**src/rtl/el2_pkg.sv**
```systemverilog
// el2_pkg: shared types for the GPR late-writeback queue.
package el2_pkg;
    typedef struct packed {
        logic [4:0]  rd;
        logic [31:0] data;
    } wb_entry_t;

    typedef struct packed {
        logic       valid;
        logic [4:0] rd;
    } tag_entry_t;
endpackage

```
**src/rtl/el2_dec_gpr_wb_q_if.sv**
```systemverilog
// el2_dec_gpr_wb_q_if: LSU/divider/decode/GPR-port bundle around the writeback queue.
interface el2_dec_gpr_wb_q_if #(
    parameter int NTAGS = 4
);
    localparam int TAGW = $clog2(NTAGS);
    logic            nb_issue_valid;
    logic [TAGW-1:0] nb_issue_tag;
    logic [4:0]      nb_issue_rd;
    logic            nb_ret_valid;
    logic [TAGW-1:0] nb_ret_tag;
    logic            nb_ret_cancel;
    logic [31:0]     nb_ret_data;
    logic            div_issue_valid;
    logic [4:0]      div_issue_rd;
    logic            div_ret_valid;
    logic [31:0]     div_ret_data;
    logic            div_cancel;
    logic [4:0]      raddr0;
    logic [4:0]      raddr1;
    logic [4:0]      rd_chk;
    logic            rs0_busy;
    logic            rs1_busy;
    logic            rd_busy;
    logic            nb_tags_full;
    logic            wb_valid;
    logic [4:0]      wb_addr;
    logic [31:0]     wb_data;

    modport master (
        output nb_issue_valid, nb_issue_tag, nb_issue_rd, nb_ret_valid, nb_ret_tag,
               nb_ret_cancel, nb_ret_data, div_issue_valid, div_issue_rd, div_ret_valid,
               div_ret_data, div_cancel, raddr0, raddr1, rd_chk,
        input  rs0_busy, rs1_busy, rd_busy, nb_tags_full, wb_valid, wb_addr, wb_data
    );
    modport slave (
        input  nb_issue_valid, nb_issue_tag, nb_issue_rd, nb_ret_valid, nb_ret_tag,
               nb_ret_cancel, nb_ret_data, div_issue_valid, div_issue_rd, div_ret_valid,
               div_ret_data, div_cancel, raddr0, raddr1, rd_chk,
        output rs0_busy, rs1_busy, rd_busy, nb_tags_full, wb_valid, wb_addr, wb_data
    );
endinterface

```
**src/rtl/el2_dec_wb_fifo.sv**
```systemverilog
// el2_dec_wb_fifo: 2-push/1-pop circular writeback FIFO exposing every slot's rd.
module el2_dec_wb_fifo
    import el2_pkg::*;
#(
    parameter int DEPTH = 5
) (
    input  logic                  clk,
    input  logic                  rst,
    input  logic                  i_push0,
    input  wb_entry_t             i_d0,
    input  logic                  i_push1,
    input  wb_entry_t             i_d1,
    input  logic                  i_pop,
    output logic                  o_head_vld,
    output wb_entry_t             o_head,
    output logic [DEPTH-1:0]      o_vld,
    output logic [DEPTH-1:0][4:0] o_rd
);
    localparam int PW = $clog2(DEPTH);
    localparam int CW = $clog2(DEPTH + 1);

    wb_entry_t        r_mem [DEPTH];
    logic [DEPTH-1:0] r_vld;
    logic [PW-1:0]    r_rd_ptr, r_wr_ptr;
    logic [CW-1:0]    r_count;
    logic [PW-1:0]    w_wr1, w_wr2, w_wr_d1;
    logic [CW:0]      w_count_nxt;

    function automatic logic [PW-1:0] nxt(input logic [PW-1:0] p);
        return (p == PW'(DEPTH - 1)) ? '0 : p + 1'b1;
    endfunction

    assign w_wr1       = nxt(r_wr_ptr);
    assign w_wr2       = nxt(w_wr1);
    // a lone divide push takes the current write slot, otherwise it lands behind the load
    assign w_wr_d1     = i_push0 ? w_wr1 : r_wr_ptr;
    assign w_count_nxt = {1'b0, r_count} + (CW+1)'(i_push0) + (CW+1)'(i_push1) - (CW+1)'(i_pop);
    assign o_head_vld  = r_vld[r_rd_ptr];
    assign o_head      = r_mem[r_rd_ptr];
    assign o_vld       = r_vld;

    for (genvar g = 0; g < DEPTH; g++) begin : g_rd
        assign o_rd[g] = r_mem[g].rd;
    end

    always_ff @(posedge clk) begin
        if (rst) begin
            r_vld    <= '0;
            r_rd_ptr <= '0;
            r_wr_ptr <= '0;
            r_count  <= '0;
        end else begin
            if (i_pop) begin
                r_vld[r_rd_ptr] <= 1'b0;
                r_rd_ptr        <= nxt(r_rd_ptr);
            end
            if (i_push0) begin
                r_mem[r_wr_ptr] <= i_d0;
                r_vld[r_wr_ptr] <= 1'b1;
            end
            if (i_push1) begin
                r_mem[w_wr_d1] <= i_d1;
                r_vld[w_wr_d1] <= 1'b1;
            end
            r_wr_ptr <= (i_push0 && i_push1) ? w_wr2 : (i_push0 || i_push1) ? w_wr1 : r_wr_ptr;
            r_count  <= w_count_nxt[CW-1:0];
        end
    end

    assert property (@(posedge clk) disable iff (rst) w_count_nxt <= (CW+1)'(DEPTH));
endmodule

```
**src/rtl/el2_dec_gpr_wb_q.sv**
```systemverilog
// el2_dec_gpr_wb_q: late-writeback queue and pending-destination scoreboard feeding GPR write port 2.
module el2_dec_gpr_wb_q
    import el2_pkg::*;
#(
    parameter int NTAGS = 4
) (
    input logic               clk,
    input logic               rst,
    el2_dec_gpr_wb_q_if.slave bus
);
    localparam int DEPTH = NTAGS + 1;

    tag_entry_t [NTAGS-1:0] r_tags;
    logic                   r_div_pend;
    logic [4:0]             r_div_rd;
    logic                   w_ret_hit, w_push0, w_push1, w_head_vld;
    wb_entry_t              w_d0, w_d1, w_head;
    logic [DEPTH-1:0]       w_fifo_vld;
    logic [DEPTH-1:0][4:0]  w_fifo_rd;
    logic [NTAGS-1:0]       w_tag_vld;
    logic [31:0]            w_pend;

    assign w_ret_hit = bus.nb_ret_valid && r_tags[bus.nb_ret_tag].valid;
    assign w_push0   = w_ret_hit && !bus.nb_ret_cancel && (r_tags[bus.nb_ret_tag].rd != 5'd0);
    assign w_push1   = r_div_pend && bus.div_ret_valid && !bus.div_cancel && (r_div_rd != 5'd0);
    assign w_d0      = '{rd: r_tags[bus.nb_ret_tag].rd, data: bus.nb_ret_data};
    assign w_d1      = '{rd: r_div_rd, data: bus.div_ret_data};

    // return is applied before issue so a same-cycle reissue of the tag/slot survives
    always_ff @(posedge clk) begin
        if (rst) begin
            r_tags     <= '0;
            r_div_pend <= 1'b0;
            r_div_rd   <= '0;
        end else begin
            if (w_ret_hit) r_tags[bus.nb_ret_tag].valid <= 1'b0;
            if (bus.nb_issue_valid) r_tags[bus.nb_issue_tag] <= '{valid: 1'b1, rd: bus.nb_issue_rd};
            if (bus.div_cancel || bus.div_ret_valid) r_div_pend <= 1'b0;
            if (bus.div_issue_valid) begin
                r_div_pend <= 1'b1;
                r_div_rd   <= bus.div_issue_rd;
            end
        end
    end

    el2_dec_wb_fifo #(.DEPTH(DEPTH)) u_fifo (
        .clk       (clk),
        .rst       (rst),
        .i_push0   (w_push0),
        .i_d0      (w_d0),
        .i_push1   (w_push1),
        .i_d1      (w_d1),
        .i_pop     (w_head_vld),
        .o_head_vld(w_head_vld),
        .o_head    (w_head),
        .o_vld     (w_fifo_vld),
        .o_rd      (w_fifo_rd)
    );

    for (genvar g = 0; g < NTAGS; g++) begin : g_tv
        assign w_tag_vld[g] = r_tags[g].valid;
    end

    // one bit per architectural register with a write still in flight; x0 never pends
    always_comb begin
        w_pend = '0;
        for (int i = 0; i < NTAGS; i++) if (r_tags[i].valid) w_pend[r_tags[i].rd] = 1'b1;
        if (r_div_pend) w_pend[r_div_rd] = 1'b1;
        for (int i = 0; i < DEPTH; i++) if (w_fifo_vld[i]) w_pend[w_fifo_rd[i]] = 1'b1;
        w_pend[0] = 1'b0;
    end

    assign bus.rs0_busy     = w_pend[bus.raddr0];
    assign bus.rs1_busy     = w_pend[bus.raddr1];
    assign bus.rd_busy      = w_pend[bus.rd_chk];
    assign bus.nb_tags_full = &w_tag_vld;
    assign bus.wb_valid     = w_head_vld;
    assign bus.wb_addr      = w_head_vld ? w_head.rd : 5'd0;
    assign bus.wb_data      = w_head_vld ? w_head.data : 32'd0;

    assert property (@(posedge clk) disable iff (rst) bus.nb_ret_valid |-> w_ret_hit);
    assert property (@(posedge clk) disable iff (rst)
        (bus.div_issue_valid && r_div_pend) |-> (bus.div_ret_valid || bus.div_cancel));
endmodule
```
**src/flat_wrapper.sv**
```systemverilog
// flat-port wrapper written by rule: the top's interface ports become plain ports
module el2_dec_gpr_wb_q_flat import el2_pkg::*;
#(
    parameter int NTAGS = 4
)
  (clk, rst, bus_nb_issue_valid, bus_nb_issue_tag, bus_nb_issue_rd, bus_nb_ret_valid, bus_nb_ret_tag, bus_nb_ret_cancel, bus_nb_ret_data, bus_div_issue_valid, bus_div_issue_rd, bus_div_ret_valid, bus_div_ret_data, bus_div_cancel, bus_raddr0, bus_raddr1, bus_rd_chk, bus_rs0_busy, bus_rs1_busy, bus_rd_busy, bus_nb_tags_full, bus_wb_valid, bus_wb_addr, bus_wb_data);
  el2_dec_gpr_wb_q_if #(.NTAGS(NTAGS)) bus_i ();
  input logic clk;
  input logic rst;
  input wire logic [$bits(bus_i.nb_issue_valid)-1:0] bus_nb_issue_valid;
  input wire logic [$bits(bus_i.nb_issue_tag)-1:0] bus_nb_issue_tag;
  input wire logic [$bits(bus_i.nb_issue_rd)-1:0] bus_nb_issue_rd;
  input wire logic [$bits(bus_i.nb_ret_valid)-1:0] bus_nb_ret_valid;
  input wire logic [$bits(bus_i.nb_ret_tag)-1:0] bus_nb_ret_tag;
  input wire logic [$bits(bus_i.nb_ret_cancel)-1:0] bus_nb_ret_cancel;
  input wire logic [$bits(bus_i.nb_ret_data)-1:0] bus_nb_ret_data;
  input wire logic [$bits(bus_i.div_issue_valid)-1:0] bus_div_issue_valid;
  input wire logic [$bits(bus_i.div_issue_rd)-1:0] bus_div_issue_rd;
  input wire logic [$bits(bus_i.div_ret_valid)-1:0] bus_div_ret_valid;
  input wire logic [$bits(bus_i.div_ret_data)-1:0] bus_div_ret_data;
  input wire logic [$bits(bus_i.div_cancel)-1:0] bus_div_cancel;
  input wire logic [$bits(bus_i.raddr0)-1:0] bus_raddr0;
  input wire logic [$bits(bus_i.raddr1)-1:0] bus_raddr1;
  input wire logic [$bits(bus_i.rd_chk)-1:0] bus_rd_chk;
  output wire logic [$bits(bus_i.rs0_busy)-1:0] bus_rs0_busy;
  output wire logic [$bits(bus_i.rs1_busy)-1:0] bus_rs1_busy;
  output wire logic [$bits(bus_i.rd_busy)-1:0] bus_rd_busy;
  output wire logic [$bits(bus_i.nb_tags_full)-1:0] bus_nb_tags_full;
  output wire logic [$bits(bus_i.wb_valid)-1:0] bus_wb_valid;
  output wire logic [$bits(bus_i.wb_addr)-1:0] bus_wb_addr;
  output wire logic [$bits(bus_i.wb_data)-1:0] bus_wb_data;
  assign bus_i.nb_issue_valid = bus_nb_issue_valid;
  assign bus_i.nb_issue_tag = bus_nb_issue_tag;
  assign bus_i.nb_issue_rd = bus_nb_issue_rd;
  assign bus_i.nb_ret_valid = bus_nb_ret_valid;
  assign bus_i.nb_ret_tag = bus_nb_ret_tag;
  assign bus_i.nb_ret_cancel = bus_nb_ret_cancel;
  assign bus_i.nb_ret_data = bus_nb_ret_data;
  assign bus_i.div_issue_valid = bus_div_issue_valid;
  assign bus_i.div_issue_rd = bus_div_issue_rd;
  assign bus_i.div_ret_valid = bus_div_ret_valid;
  assign bus_i.div_ret_data = bus_div_ret_data;
  assign bus_i.div_cancel = bus_div_cancel;
  assign bus_i.raddr0 = bus_raddr0;
  assign bus_i.raddr1 = bus_raddr1;
  assign bus_i.rd_chk = bus_rd_chk;
  assign bus_rs0_busy = bus_i.rs0_busy;
  assign bus_rs1_busy = bus_i.rs1_busy;
  assign bus_rd_busy = bus_i.rd_busy;
  assign bus_nb_tags_full = bus_i.nb_tags_full;
  assign bus_wb_valid = bus_i.wb_valid;
  assign bus_wb_addr = bus_i.wb_addr;
  assign bus_wb_data = bus_i.wb_data;
  el2_dec_gpr_wb_q #(.NTAGS(NTAGS)) u_core (.clk(clk), .rst(rst), .bus(bus_i));
endmodule
```
**config.mk**
```make
export PLATFORM = sky130hd
export DESIGN_NAME = el2_dec_gpr_wb_q_flat
export DESIGN_NICKNAME = d
export VERILOG_FILES = /design/src/rtl/el2_pkg.sv /design/src/rtl/el2_dec_gpr_wb_q_if.sv /design/src/rtl/el2_dec_wb_fifo.sv /design/src/rtl/el2_dec_gpr_wb_q.sv /design/src/flat_wrapper.sv
export SDC_FILE = /design/constraint.sdc
export NUM_CORES = 1
export LEC_CHECK = 0
export BUFFER_PORTS_ARGS = -buffer_cell sky130_fd_sc_hd__buf_2
export CORE_MARGIN = 2
export CORE_UTILIZATION = 60
export DETAILED_ROUTE_END_ITERATION = 7
export PLACE_DENSITY = 0.79
export RECOVER_POWER = 100
export SETUP_SLACK_MARGIN = 0.02
export SYNTH_ARGS = -nofsm -noshare
export SYNTH_HDL_FRONTEND = slang
export SYNTH_SLANG_ARGS = --single-unit
```
**constraint.sdc**
```tcl
create_clock -name clk -period 7.4 [get_ports clk]
set_clock_uncertainty 0.15 [all_clocks]
set_input_delay 0 -clock clk [delete_from_list [all_inputs] [get_ports clk]]
set_output_delay 0 -clock clk [all_outputs]
set_load 0.03 [all_outputs]
```
# Word-level counts from Yosys, hierarchy flattened
# Memories as Yosys holds them, arrays and structs flattened. A register that Yosys moved wholly into a read port is not among the register bits.
# Index checks and enable logic that the tools add are counted.
# W data, S select, Z words.
dict set report totals {
  mem_bits_rw 185
  out_inout_bits 42
  regBits 41
  inputBits 101
  mem_bits_ro 0
  latch_bits 0
  n_memories 1
  word_cells 175
}
# memory words word_bits read_ports rd_ports_with_merged_regs write_ports line_no
set memory_table {}
lappend memory_table {u_core.u_fifo.r_mem 5 37 6 1 2 el2_dec_wb_fifo.sv:22} ;# wb_entry_t r_mem [DEPTH];
dict set report classes {
  mux 78
  bitwise 13
  add_sub_neg 3
  n_reduce_logical 31
  div_mod_pow 0
  shifts 0
  n_lt_le_gt_ge 33
  mul 0
  eq_ne 3
}
# op count
set ops {}
lappend ops {{$mux W32} 11}
lappend ops {{$or A32 B32 Y32} 9}
lappend ops {{$lt A5 B6 Y1 const B} 13}
lappend ops {{$mux W24} 3}
lappend ops {{$demux W1 S5} 10}
lappend ops {{$ge A5 B1 Y1 const B} 10}
lappend ops {{$bwmux W24} 2}
lappend ops {{$mux W5} 6}
lappend ops {{$mux W1} 25}
lappend ops {{$demux W6 S2} 2}
lappend ops {{$mux W3} 8}
lappend ops {{$logic_and A1 B1 Y1} 22}
lappend ops {{$mux W6} 3}
lappend ops {{$bmux W1 S5} 3}
lappend ops {{$bmux W6 S2} 1}
lappend ops {{$lt A3 B4 Y1 const B} 3}
lappend ops {{$or A5 B5 Y5} 2}
lappend ops {{$reduce_bool A5 Y1} 2}
lappend ops {{$add A3 B1 Y3 const B} 3}
lappend ops {{$demux W1 S3} 3}
lappend ops {{$eq A3 B3 Y1 const B} 3}
lappend ops {{$ge A3 B1 Y1 const B} 3}
lappend ops {{$lt A2 B3 Y1 const B} 2}
lappend ops {{$and A5 B5 Y5} 1}
lappend ops {{7 further kinds} 11}

# Longest topological paths before layout
dict set report depth {
  word_depth 25
  depth_mapped 13
  ltp_nobuf 10
}

# Hierarchy
# Synthesis repeated with hierarchy kept, for this count alone.
dict set report hier_totals {
  hier_cells 1595
  hier_area_um2 20916.3
}
# module seq_area_each_um2 n_inst cells_each area_per_inst_um2
set by_module_without_submodules {}
lappend by_module_without_submodules {el2_dec_wb_fifo 9168.8 1 909 15966.6}
lappend by_module_without_submodules {el2_dec_gpr_wb_q 600.6 1 686 4949.7}

# Worst setup path after synthesis
# No wires, ideal clock.
dict set report synth_path {
  path_kind {register -> register}
  start {reg u_core.r_tags[18] in the netlist's numbering}
  end {mem u_core.u_fifo.r_mem[4][0] in the netlist's numbering (enable)}
  path_stages_with_launch 9
  n_path_buf 3
  synth_period_minus_slack_ps 6271
  arrival_time_ps 5584
  setup_ps 538
  t_required_ps 6712
  slack_ps 1129
  cell_sequence {dfxtp_1 clkbuf_1 mux4_2 nor3_2 a21oi_2 buf_2 buf_1 nand2_1 o41ai_1}
}
# item line_no
set synth_rtl {}
lappend synth_rtl {{start: declaration} el2_dec_gpr_wb_q.sv:13} ;# tag_entry_t [NTAGS-1:0] r_tags;
lappend synth_rtl {{start signal: indexed assignment} el2_dec_gpr_wb_q.sv:37} ;# if (bus.nb_issue_valid) r_tags[bus.nb_issue_tag] <= '{valid: 1'b1, rd: bus.nb_issue_rd};
lappend synth_rtl {{end: declaration} el2_dec_wb_fifo.sv:22}

==> results.cfg <==
[placement]
dp_hpwl_mm = 44.59
dpl.cell_count = 2102
io_buffers = 142
routabilityCongestion = 1.054

[logic_synthesis]
synth.most_common_cell = edfxtp_1
synth_area_per_cell_um2 = 12.93
seq_area_frac_synth_pct = 46.77
synth_nets = 1722
synth-edff-count = 296
synth_common_cells = 296 x edfxtp_1, 214 x mux2_2, 129 x nor2_1, 90 x mux4_2, 89 x o22ai_1
async_flop_share_pct = 0
syn-instance-count = 1615
yosys_warnings = 0
yosys.cell_types.count = 77
netlist_area_mm2 = 0.02089
synthFlopType = edfxtp_1
yosysTopAreaCellShare_pct = 42.55
yosys-top-cells-area = edfxtp_1 43%, mux2_2 12%, mux4_2 9.7%, dfxtp_1 4.2%, mux2i_1 3.4%
synth_seq_cells = 340
synth_largest_area_cell = edfxtp_1

[run_status]
status = complete, but fails checks
violations = max-capacitance violations, max-slew violations

[floorplanning]
dieArea_mm2 = 0.03632
coreArea_mm2 = 0.03437
die_x_um = 190.6
die_h_um = 190.6
fp-row-count = 68
start_util_pct = 60.77
ioPinCount = 143

[detailed_routing]
vias = 16910
wl_mm = 72.84
ant_nets = 0
drt_iter0_markers = 2328
dr.pass1.iters = 8
viasPerCell = 7.363
wl_per_cell_um = 31.71
drc = 0

[layout]
filler_cell_count = 2323
n_antenna_cell = 0
drive_gt1_share_pct = 28.50
nets = 1923
instances_no_fill = 2297
syn_to_final_growth_pct = 14.51

[setup_path]
crit_type = reg -> reg
reg2reg_depth = 9
crit_arrival_ns = 6.05
worst_setup_path_start_kind = flop
worstPathMaxFanout = 38
required_ns = 7.39
cp-end-kind = flop

[timing]
fin_tns_setup_ns = 0
worst_pin_slew_ns = 2.701
hold_viol = 0
period_needed_ns = 6.068
clock.fmax_ghz = 0.1648
relSlewSlack_pct = -80.05
final-max-slew-violation-count = 220
grt_setup_unrepaired = false
post-route-period-util_pct = 82.00
setup_viol = 0

[clock_network]
cts_buffers = 35
clk_pin_slew_ns = 0.06
cts_tree = done
htreeDepth = 2
post_cts_buffers = 0
cts_root_buffer = clkbuf_16
cts.sinks = 340
cts_resized = 0
insertion_delay_ns = 0.53
clockBufferDepth = 3

[worst_hold_path]
hold_depth = 4
hp-class = in -> reg

[global_route]
grt_pass1_wl_mm = 108.0
first_global_vias = 17310
grt_max_degree = 65
grt-ovfl-total = 0
track_usage_pct = 40.22
antenna_found_initial = 0

[power]
p_leak_nw = 7.936
p_per_area_mw_per_mm2 = 176.2
irDropWorstVdd_mv = 0.3005

[job]
maxCapViolations = 6
## report_power, final
part	internal (mW)	switching, mW
clock	0.977	0.751
combinational	0.179	0.190
sequential	2.09	0.0257
## per-layer routing
layer  vias up  global-route usage, %  part of all wire (%)
li1       6905                      -                     -
met3       306                  8.944                    11
met4         0                  20.87                   5.3
met1      8361                  51.96                    37
met5         -                      0                     0
met2      1340                  63.94                    47
## registers in the layout, indices dropped and copies added (netlist names), named ones only
| name | flops |
|---|---|
| u_core.r_div_pend | 1 |
| u_core.r_tags | 24 |
| u_core.u_fifo.o_vld | 5 |
| u_core.u_fifo.r_rd_ptr | 3 |
| u_core.u_fifo.r_mem | 296 |
| u_core.r_div_rd | 5 |
| u_core.u_fifo.r_wr_ptr | 3 |
## worst max-delay path, stage by stage, from the launching register on
cell and delay (ns):
dfxtp_1 0.62, mux4_2 0.49, nor2_1 0.08, a21oi_1 1.24
mux2i_1 0.35, nor3b_1 0.49, nand2_2 0.06, clkbuf_2 0.84
o31ai_4 0.24, clkbuf_2 1.06
## final cells by class
| class | count | area, µm² | share of cell area [%] |
|---|---|---|---|
| clock inverters | 15 | 117.6 | 0.4917 |
| multi-input cells | 1119 | 10280 | 42.98 |
| well taps | 455 | 569.3 | 2.380 |
| inverters | 26 | 97.59 | 0.4080 |
| repair buffers | 294 | 2088 | 8.731 |
| flip-flops and latches | 340 | 9778 | 40.88 |
| clock buffers | 48 | 985.9 | 4.122 |
## what timing repair did
| action | CTS | global route |
|---|---|---|
| hold endpoints to repair | 292 | 0 |
| hold buffers | 132 | 0 |
| endpoints found under the setup margin | 0 | 0 |
## kinds of logic (layout without fill, tap and decap cells)
kind of cell	after synthesis	in the layout	share of synthesized area, %
buffers and inverters	156	383	3.606
flip-flops	340	340	46.77
XOR/XNOR	1	1	0.04194
AO/OA/AOI/OAI	210	210	7.272
adder cells (fa/ha/maj)	6	6	0.3594
AND/OR/NAND/NOR	443	443	12.09
multiplexers	459	459	29.86
## final timing paths
kind | slack, ns | start | endpoint
hold / removal | 0.18 | bus_nb_issue_rd[1] | u_core.r_tags[7]
setup / recovery | 1.33 | u_core.r_tags[20] | u_core.u_fifo.r_mem[6][29]
setup reg to reg | 1.33 | u_core.r_tags[20] | u_core.u_fifo.r_mem[6][29]
hold reg to reg | 0.45 | u_core.r_tags[2] | u_core.r_tags[2]
## cells in the final DEF, fill, tap and decap left out, types with 9 or more instances in the layout
cell / instances
o21ai_0: 9
nand4_1: 9
mux2_1: 87
dlygate4sd3_1: 132
nor4_1: 33
or3b_2: 27
dfxtp_1: 41
clkbuf_16: 36
nor2_1: 129
inv_1: 26
mux4_2: 90
mux2_2: 208
mux2i_1: 70
a21oi_1: 17
nand2b_1: 18
nand3b_1: 38
nand4b_1: 14
nand3_1: 28
nor3_1: 32
o22ai_1: 89
buf_2: 98
or4_1: 12
clkbuf_1: 57
edfxtp_1: 296
or3_1: 10
o32ai_1: 12
nand2_1: 45
## metrics by stage
stage	setup slack (ns)	total power [mW]	instance area, µm²	utilization [%]	hold WS, ns
2_1_floorplan	1.129	2.342	20890	-	-0.006057
3_3_place_gp	2.557	2.448	21770	63.33	0.09210
3_5_place_dp	2.316	2.460	21770	63.33	0.1016
4_1_cts	2.307	4.196	24190	70.39	0.05317
5_1_grt	0.9677	4.309	23920	69.58	0.2270
6_report	1.332	4.213	23920	69.58	0.1843
No activity file was read; power rests on OpenSTA's default activity.
